**src/rtl/branch_resolve_unit.sv**
```systemverilog
// Two-stage RV32I conditional branch resolver with valid/ready handshake,
// redirect target computation and handoff statistics.
module branch_resolve_unit #(
    parameter int CNT_W = 16
) (
    input  logic             i_clk,
    input  logic             i_rst,
    input  logic             i_valid,
    output logic             o_ready,
    input  logic [2:0]       i_funct3,
    input  logic [31:0]      i_rs1,
    input  logic [31:0]      i_rs2,
    input  logic [31:0]      i_pc,
    input  logic [31:0]      i_imm,
    input  logic             i_flush,
    output logic             o_valid,
    input  logic             i_ready,
    output logic             o_taken,
    output logic [31:0]      o_target,
    output logic [31:0]      o_pc_next,
    output logic             o_illegal,
    output logic             o_misaligned,
    output logic [CNT_W-1:0] o_br_cnt,
    output logic [CNT_W-1:0] o_taken_cnt
);

    logic             r_s1_valid;
    logic [2:0]       r_s1_funct3;
    logic [31:0]      r_s1_rs1;
    logic [31:0]      r_s1_rs2;
    logic [31:0]      r_s1_pc;
    logic [31:0]      r_s1_imm;

    logic             r_s2_valid;
    logic             r_taken;
    logic [31:0]      r_target;
    logic [31:0]      r_pc_next;
    logic             r_illegal;
    logic             r_misaligned;
    logic [CNT_W-1:0] r_br_cnt;
    logic [CNT_W-1:0] r_taken_cnt;

    logic             w_s1_adv;
    logic             w_s1_free;
    logic             w_accept;
    logic             w_handoff;
    logic             w_eq;
    logic             w_lt_u;
    logic             w_lt_s;
    logic [31:0]      w_target;
    logic [31:0]      w_seq;
    logic             w_taken;
    logic             w_illegal;
    logic             w_misaligned;
    logic [31:0]      w_pc_next;

    assign w_s1_adv  = !r_s2_valid || i_ready;
    assign w_s1_free = !r_s1_valid || w_s1_adv;
    assign o_ready   = !i_rst && w_s1_free;
    assign w_accept  = i_valid && o_ready && !i_flush;
    assign w_handoff = r_s2_valid && i_ready;

    assign w_eq     = (r_s1_rs1 == r_s1_rs2);
    assign w_lt_u   = (r_s1_rs1 < r_s1_rs2);
    // Differing sign bits decide signed order; otherwise unsigned order holds.
    assign w_lt_s   = (r_s1_rs1[31] != r_s1_rs2[31]) ? r_s1_rs1[31] : w_lt_u;
    assign w_target = r_s1_pc + r_s1_imm;
    assign w_seq    = r_s1_pc + 32'd4;

    always_comb begin
        w_taken   = 1'b0;
        w_illegal = 1'b0;
        unique case (r_s1_funct3)
            3'b000: w_taken = w_eq;
            3'b001: w_taken = !w_eq;
            3'b100: w_taken = w_lt_s;
            3'b101: w_taken = !w_lt_s;
            3'b110: w_taken = w_lt_u;
            3'b111: w_taken = !w_lt_u;
            3'b010,
            3'b011: w_illegal = 1'b1;
        endcase
    end

    assign w_misaligned = w_taken && (w_target[1:0] != 2'b00);
    assign w_pc_next    = w_taken ? w_target : w_seq;

    always_ff @(posedge i_clk or posedge i_rst) begin
        if (i_rst) begin
            r_s1_valid  <= 1'b0;
            r_s1_funct3 <= '0;
            r_s1_rs1    <= '0;
            r_s1_rs2    <= '0;
            r_s1_pc     <= '0;
            r_s1_imm    <= '0;
        end else begin
            if (i_flush) begin
                r_s1_valid <= 1'b0;
            end else if (w_s1_free) begin
                r_s1_valid <= w_accept;
            end
            if (w_accept) begin
                r_s1_funct3 <= i_funct3;
                r_s1_rs1    <= i_rs1;
                r_s1_rs2    <= i_rs2;
                r_s1_pc     <= i_pc;
                r_s1_imm    <= i_imm;
            end
        end
    end

    always_ff @(posedge i_clk or posedge i_rst) begin
        if (i_rst) begin
            r_s2_valid   <= 1'b0;
            r_taken      <= 1'b0;
            r_target     <= '0;
            r_pc_next    <= '0;
            r_illegal    <= 1'b0;
            r_misaligned <= 1'b0;
        end else begin
            if (i_flush) begin
                r_s2_valid <= 1'b0;
            end else if (w_s1_adv) begin
                r_s2_valid <= r_s1_valid;
            end
            if (w_s1_adv && r_s1_valid) begin
                r_taken      <= w_taken;
                r_target     <= w_target;
                r_pc_next    <= w_pc_next;
                r_illegal    <= w_illegal;
                r_misaligned <= w_misaligned;
            end
        end
    end

    // A handoff coinciding with a flush still completes and is counted.
    always_ff @(posedge i_clk or posedge i_rst) begin
        if (i_rst) begin
            r_br_cnt    <= '0;
            r_taken_cnt <= '0;
        end else if (w_handoff) begin
            r_br_cnt    <= r_br_cnt + 1'b1;
            r_taken_cnt <= r_taken_cnt + CNT_W'(r_taken);
        end
    end

    assign o_valid      = r_s2_valid;
    assign o_taken      = r_taken;
    assign o_target     = r_target;
    assign o_pc_next    = r_pc_next;
    assign o_illegal    = r_illegal;
    assign o_misaligned = r_misaligned;
    assign o_br_cnt     = r_br_cnt;
    assign o_taken_cnt  = r_taken_cnt;

endmodule
```
**config.mk**
```make
export PLATFORM = sky130hd
export DESIGN_NAME = branch_resolve_unit
export DESIGN_NICKNAME = d
export VERILOG_FILES = /design/src/rtl/branch_resolve_unit.sv
export SDC_FILE = /design/constraint.sdc
export NUM_CORES = 1
export LEC_CHECK = 0
export ABC_AREA = 1
export CAP_MARGIN = 30
export CORE_MARGIN = 2
export CORE_UTILIZATION = 50
export CTS_CLUSTER_DIAMETER = 150
export DETAILED_ROUTE_END_ITERATION = 10
export PLACE_DENSITY = 0.86
export SYNTH_ARGS = -nofsm -noshare
export SYNTH_HDL_FRONTEND = slang
export SYNTH_SLANG_ARGS = --single-unit
export TNS_END_PERCENT = 1
```
**constraint.sdc**
```tcl
create_clock -name i_clk -period 9.8 [get_ports i_clk]
set_clock_uncertainty 0.05 [all_clocks]
set_input_delay 1.47 -clock i_clk [delete_from_list [all_inputs] [get_ports i_clk]]
set_output_delay 1.47 -clock i_clk [all_outputs]
set_load 0.1 [all_outputs]
```
Yosys cells after proc, flatten, opt, wreduce, memory -nomap -nowiden
Cells that the tools add are included.

Bits in registers: 232. Memory bits (writable): 0. Input bits: 136. Latch bits: 0. Memory bits (read-only): 0. Memories: 0. Output and inout port bits: 101.

$add $sub $neg: 4. Eq/ne operators: 9. $lt $le $gt $ge: 1. Shifts and indexed selects: 0. Mux-type cells: 8. Multipliers: 0. Divide/modulo/power cells: 0. Bitwise operators: 0. Reductions and logical operators: 20.

Operator list (number): $add 32x3->32 const B (1); $add 32x32->32 (1); $eq 32x32->1 (1); $lt 32x32->1 (1); $mux 32 (1); $add 16x1->16 (1); $add 16x1->16 const B (1); $eq 3x3->1 const B (4); $logic_not 1->1 (7); $eq 3x2->1 const B (2); $logic_and 1x1->1 (6); $mux 1 (6); $pmux 1 s6 (1); $reduce_bool 2->1 (3); $eq 3x1->1 const B (1); $logic_not 3->1 (1); $logic_or 1x1->1 (2); $reduce_or 2->1 (1); $ne 1x1->1 (1).

Depth between registers and ports, before layout
Depth in word-level cells: 8. Mapped depth: 20. Gate-level depth less buffers: 19.

Worst setup path after synthesis
No wires, ideal clock.

Path kind: in2out. From: input port i_rst. To: output port o_ready. Setup slack: 1058 ps. Arrival time: 7222 ps. Data required time: 8280 ps. Stages: 3. Cells stage by stage: inv_1 -> nand2_1 -> inv_1.

Cells in the longest elaborated chain, start to end: 2.

RTL lines: start, declared (RTL line 7) `input logic i_rst,`; $logic_not 1->1 (no source line); $logic_and 1x1->1 (RTL line 59) `assign o_ready = !i_rst && w_s1_free;`; end, declared (RTL line 9) `output logic o_ready,`.

Every way passes these cells.

Worst setup path after layout
Ends and elaborated chain as after synthesis.

==> results.sh <==
export IMPL_status="finished, final reports clean"
export IMPL_synth_cell_types=43
export IMPL_clkSinkCount=232
export IMPL_wl_mm=35.7
export IMPL_yosysMostFrequentCell="nand2_1"
export IMPL_yosysTopAreaCellShare_pct=45.4
export IMPL_sw_frac_of_total_pct=49.2
export IMPL_finalHoldViolCount=0
export IMPL_h_tree_depth=1
export IMPL_synth_seq_cells=232
export IMPL_cp_cell_sequence="clkdlybuf4s50_1, inv_8, nand2_1, inv_1, clkdlybuf4s50_1"
export IMPL_drive_gt1_share_pct=9.98
export IMPL_regToRegEndpoint="o_pc_next[23]$_DFFE_PP0P_"
export IMPL_async_flop_share_pct=100
export IMPL_setup_viol=0
export IMPL_drc=0
export IMPL_dp_final_hpwl_mm=27.1
export IMPL_place_gp_congestion=0.963
export IMPL_clkPwrFrac_pct=20.8
export IMPL_portBuffers=236
export IMPL_fmax_mhz=184
export IMPL_rsz0062_at_grt="no"
export IMPL_yosys_area_top_type="dfrtp_1"
export IMPL_path_buf_inv=4
export IMPL_power_leakage_nw=7.80
export IMPL_dp_slack_ns=4.34
export IMPL_synth_nets=1662
export IMPL_synthToLayoutAreaGrowth_pct=28.3
export IMPL_crit_top_cell="clkdlybuf4s50_1"
export IMPL_dr_pass1_iters=7
export IMPL_grt_pass1_wl_mm=55.6
export IMPL_worstPathArrival_ns=3.91
export IMPL_synthTopCellsByCount="338 x nand2_1, 232 x dfrtp_1, 142 x inv_1"
export IMPL_die_w_um=164
export IMPL_grt_pass1_vias=10700
export IMPL_ant_nets=0
export IMPL_grt_util_all_layers_pct=26.3
export IMPL_fin_crit_sh_pct=55.4
export IMPL_fin_crit_ns=5.43
export IMPL_vias=11000
export IMPL_wl_per_cell_um=17.5
export IMPL_ir_worst_vdd_mv=0.355
export IMPL_cts_made_buffers=26
export IMPL_drt_iter0_markers=959
export IMPL_end_kind="primary output"
export IMPL_worst_hold_slack_ns=0.424
export IMPL_hold_path_class="register to register"
export IMPL_synth_edf_count=0
export IMPL_antenna_found_initial=5
export IMPL_max_slew_margin_rel_pct=28.9
export IMPL_cpMaxStageDelayCell="clkdlybuf4s50_1"
export IMPL_p_per_area_mw_per_mm2=294
export IMPL_dieArea_mm2=0.0269
export IMPL_yosysWarnings=0
export IMPL_clk_path_buf_depth=3
export IMPL_die_y_um=164
export IMPL_holdPathStages=1
export IMPL_cts_tree="built"
export IMPL_drv_slew=0
export IMPL_seq_area_frac_synth_pct=45.4
export IMPL_start_util_pct=50.8
export IMPL_io_pins=237
export IMPL_placementRows=58
export IMPL_vias_per_cell=5.37
export IMPL_power_frac_comb_pct=50.6
export IMPL_startpoint_type="input pin"
export IMPL_fillers=2043
export IMPL_cts_hold_buf=0
export IMPL_synth_area_mm2=0.0128
export IMPL_clockRootBuffer="clkbuf_16"
export IMPL_worstHoldStart="o_br_cnt[15]$_DFFE_PP0P_"
export IMPL_crit_type="input pin to primary output"
export IMPL_clk_latency_ns=0.55
export IMPL_cts_setup_buffers=0
export IMPL_r2r_start="r_s1_rs1[31]$_DFFE_PP0P_"
export IMPL_yosys_top_cells_area="dfrtp_1 45%, nand2_1 9.9%, mux2_2 7.9%, ha_1 6.6%, inv_1 4.2%"
export IMPL_final_setup_tns_ns=0
export IMPL_netlist_instances=1458
export IMPL_max_cap_viol_count=0
export IMPL_crit_family="buffers and inverters"
export IMPL_grt_overflow=0
export IMPL_slowest_delay_ns=1.15
export IMPL_grt_max_degree=99
export IMPL_synth_avg_cell_area_um2=8.77
export IMPL_core_mm2=0.0252
export IMPL_synth_ff_type="dfrtp_1"
export IMPL_ctsResizeCount=0
export IMPL_final_nets=1889
export IMPL_cp_max_fo=98
export IMPL_rrSetupSlack_ns=6.75
export IMPL_worst_pin_slew_ns=1.06
export IMPL_critPathRequiredTime_ns=8.28
export IMPL_fin_ws_ns=4.37
export IMPL_sequentialPowerShare_pct=28.6
export IMPL_internal_power_w=0.00245
export IMPL_ff2ff_path_depth=15
export IMPL_hold_path_end="o_br_cnt[15]$_DFFE_PP0P_"
export IMPL_clk_pin_slew_ns=0.06
export IMPL_p_switching_w=0.00237
## flip-flops by register name, indices dropped and copies added (netlist names), 3 cells and up
name,cells
r_s1_imm,32
r_s1_rs2,32
r_s1_rs1,32
o_taken_cnt,16
r_s1_pc,32
o_pc_next,32
o_br_cnt,16
o_target,32
r_s1_funct3,3
## layer usage
metal	global-route usage (%)	vias to the layer above	share of wire, %
li1	-	5258	-
met4	8.65	0	2.9
met3	4.97	72	7.4
met2	40.1	411	45
met5	0	-	0
met1	37.9	5215	45
## metrics by stage
| stage | total power [W] | cell area [um2] | instances | utilization, % |
|---|---|---|---|---|
| 4_1_cts | 0.00481 | 16300 | 2031 | 64.8 |
| 2_1_floorplan | 0.00315 | 12800 | 1458 | - |
| 3_5_place_dp | 0.00380 | 15400 | 1984 | 61.2 |
| 6_report | 0.00482 | 16400 | 2039 | 65.2 |
| 5_1_grt | 0.00505 | 16400 | 2039 | 65.2 |
| 3_3_place_gp | 0.00376 | 15400 | 1984 | 61.2 |
## layout by cell type (no fill, tap or decap), types with 5 or more instances in the layout
cell             instances
xnor2_1                 36
nand4_1                 50
nor4_1                   5
o21ai_1                  8
clkbuf_16               26
dfrtp_1                232
o21ai_0                 47
a21o_1                   5
ha_1                    67
nand3_1                 55
xor2_1                  44
clkbuf_8                 6
mux2_2                  90
nor3_1                  16
nand2_1                337
clkdlybuf4s50_1        236
a21oi_1                 90
inv_1                  141
nor2_1                 140
diode_2                  5
## final cells by class
type,instances,area [um2],area share (%)
clock buffer,36,748,4.56
inverter,145,552,3.36
clock inverter,11,146,0.892
multi-input combinational,1037,6260,38.1
timing repair buffer,243,2470,15.1
antenna,5,12.5,0.0763
sequential,232,5810,35.4
tap,330,413,2.52
## power by group through the flow
stage | sequential (W) | combinational, W | clock [W]
4_1_cts | 0.00137 | 0.00242 | 0.00101
2_1_floorplan | 0.00233 | 0.000819 | 0
6_report | 0.00138 | 0.00244 | 0.00100
3_5_place_dp | 0.00139 | 0.00241 | 0
3_3_place_gp | 0.00138 | 0.00238 | 0
5_1_grt | 0.00140 | 0.00259 | 0.00105
## logic make-up after synthesis
kind of cell / after synthesis / share of synthesized area (%)
simple gates: 630 / 21.5
buf+inv: 189 / 5.84
compound gates: 169 / 7.21
fa+ha+maj: 68 / 6.71
xor+xnor: 80 / 5.48
flops: 232 / 45.4
mux: 90 / 7.92
## how the worst max path moves through the flow
stage,start,to,slack [ns],depth (start not counted)
6_report,i_rst,o_ready,4.37,5
3_5_place_dp,i_rst,o_ready,4.34,5
2_1_floorplan,i_rst,o_ready,1.06,3
3_3_place_gp,i_rst,o_ready,4.35,5
5_1_grt,i_rst,o_ready,4.18,5
4_1_cts,i_rst,o_ready,4.32,5
Power figures use the tool's default switching activity.
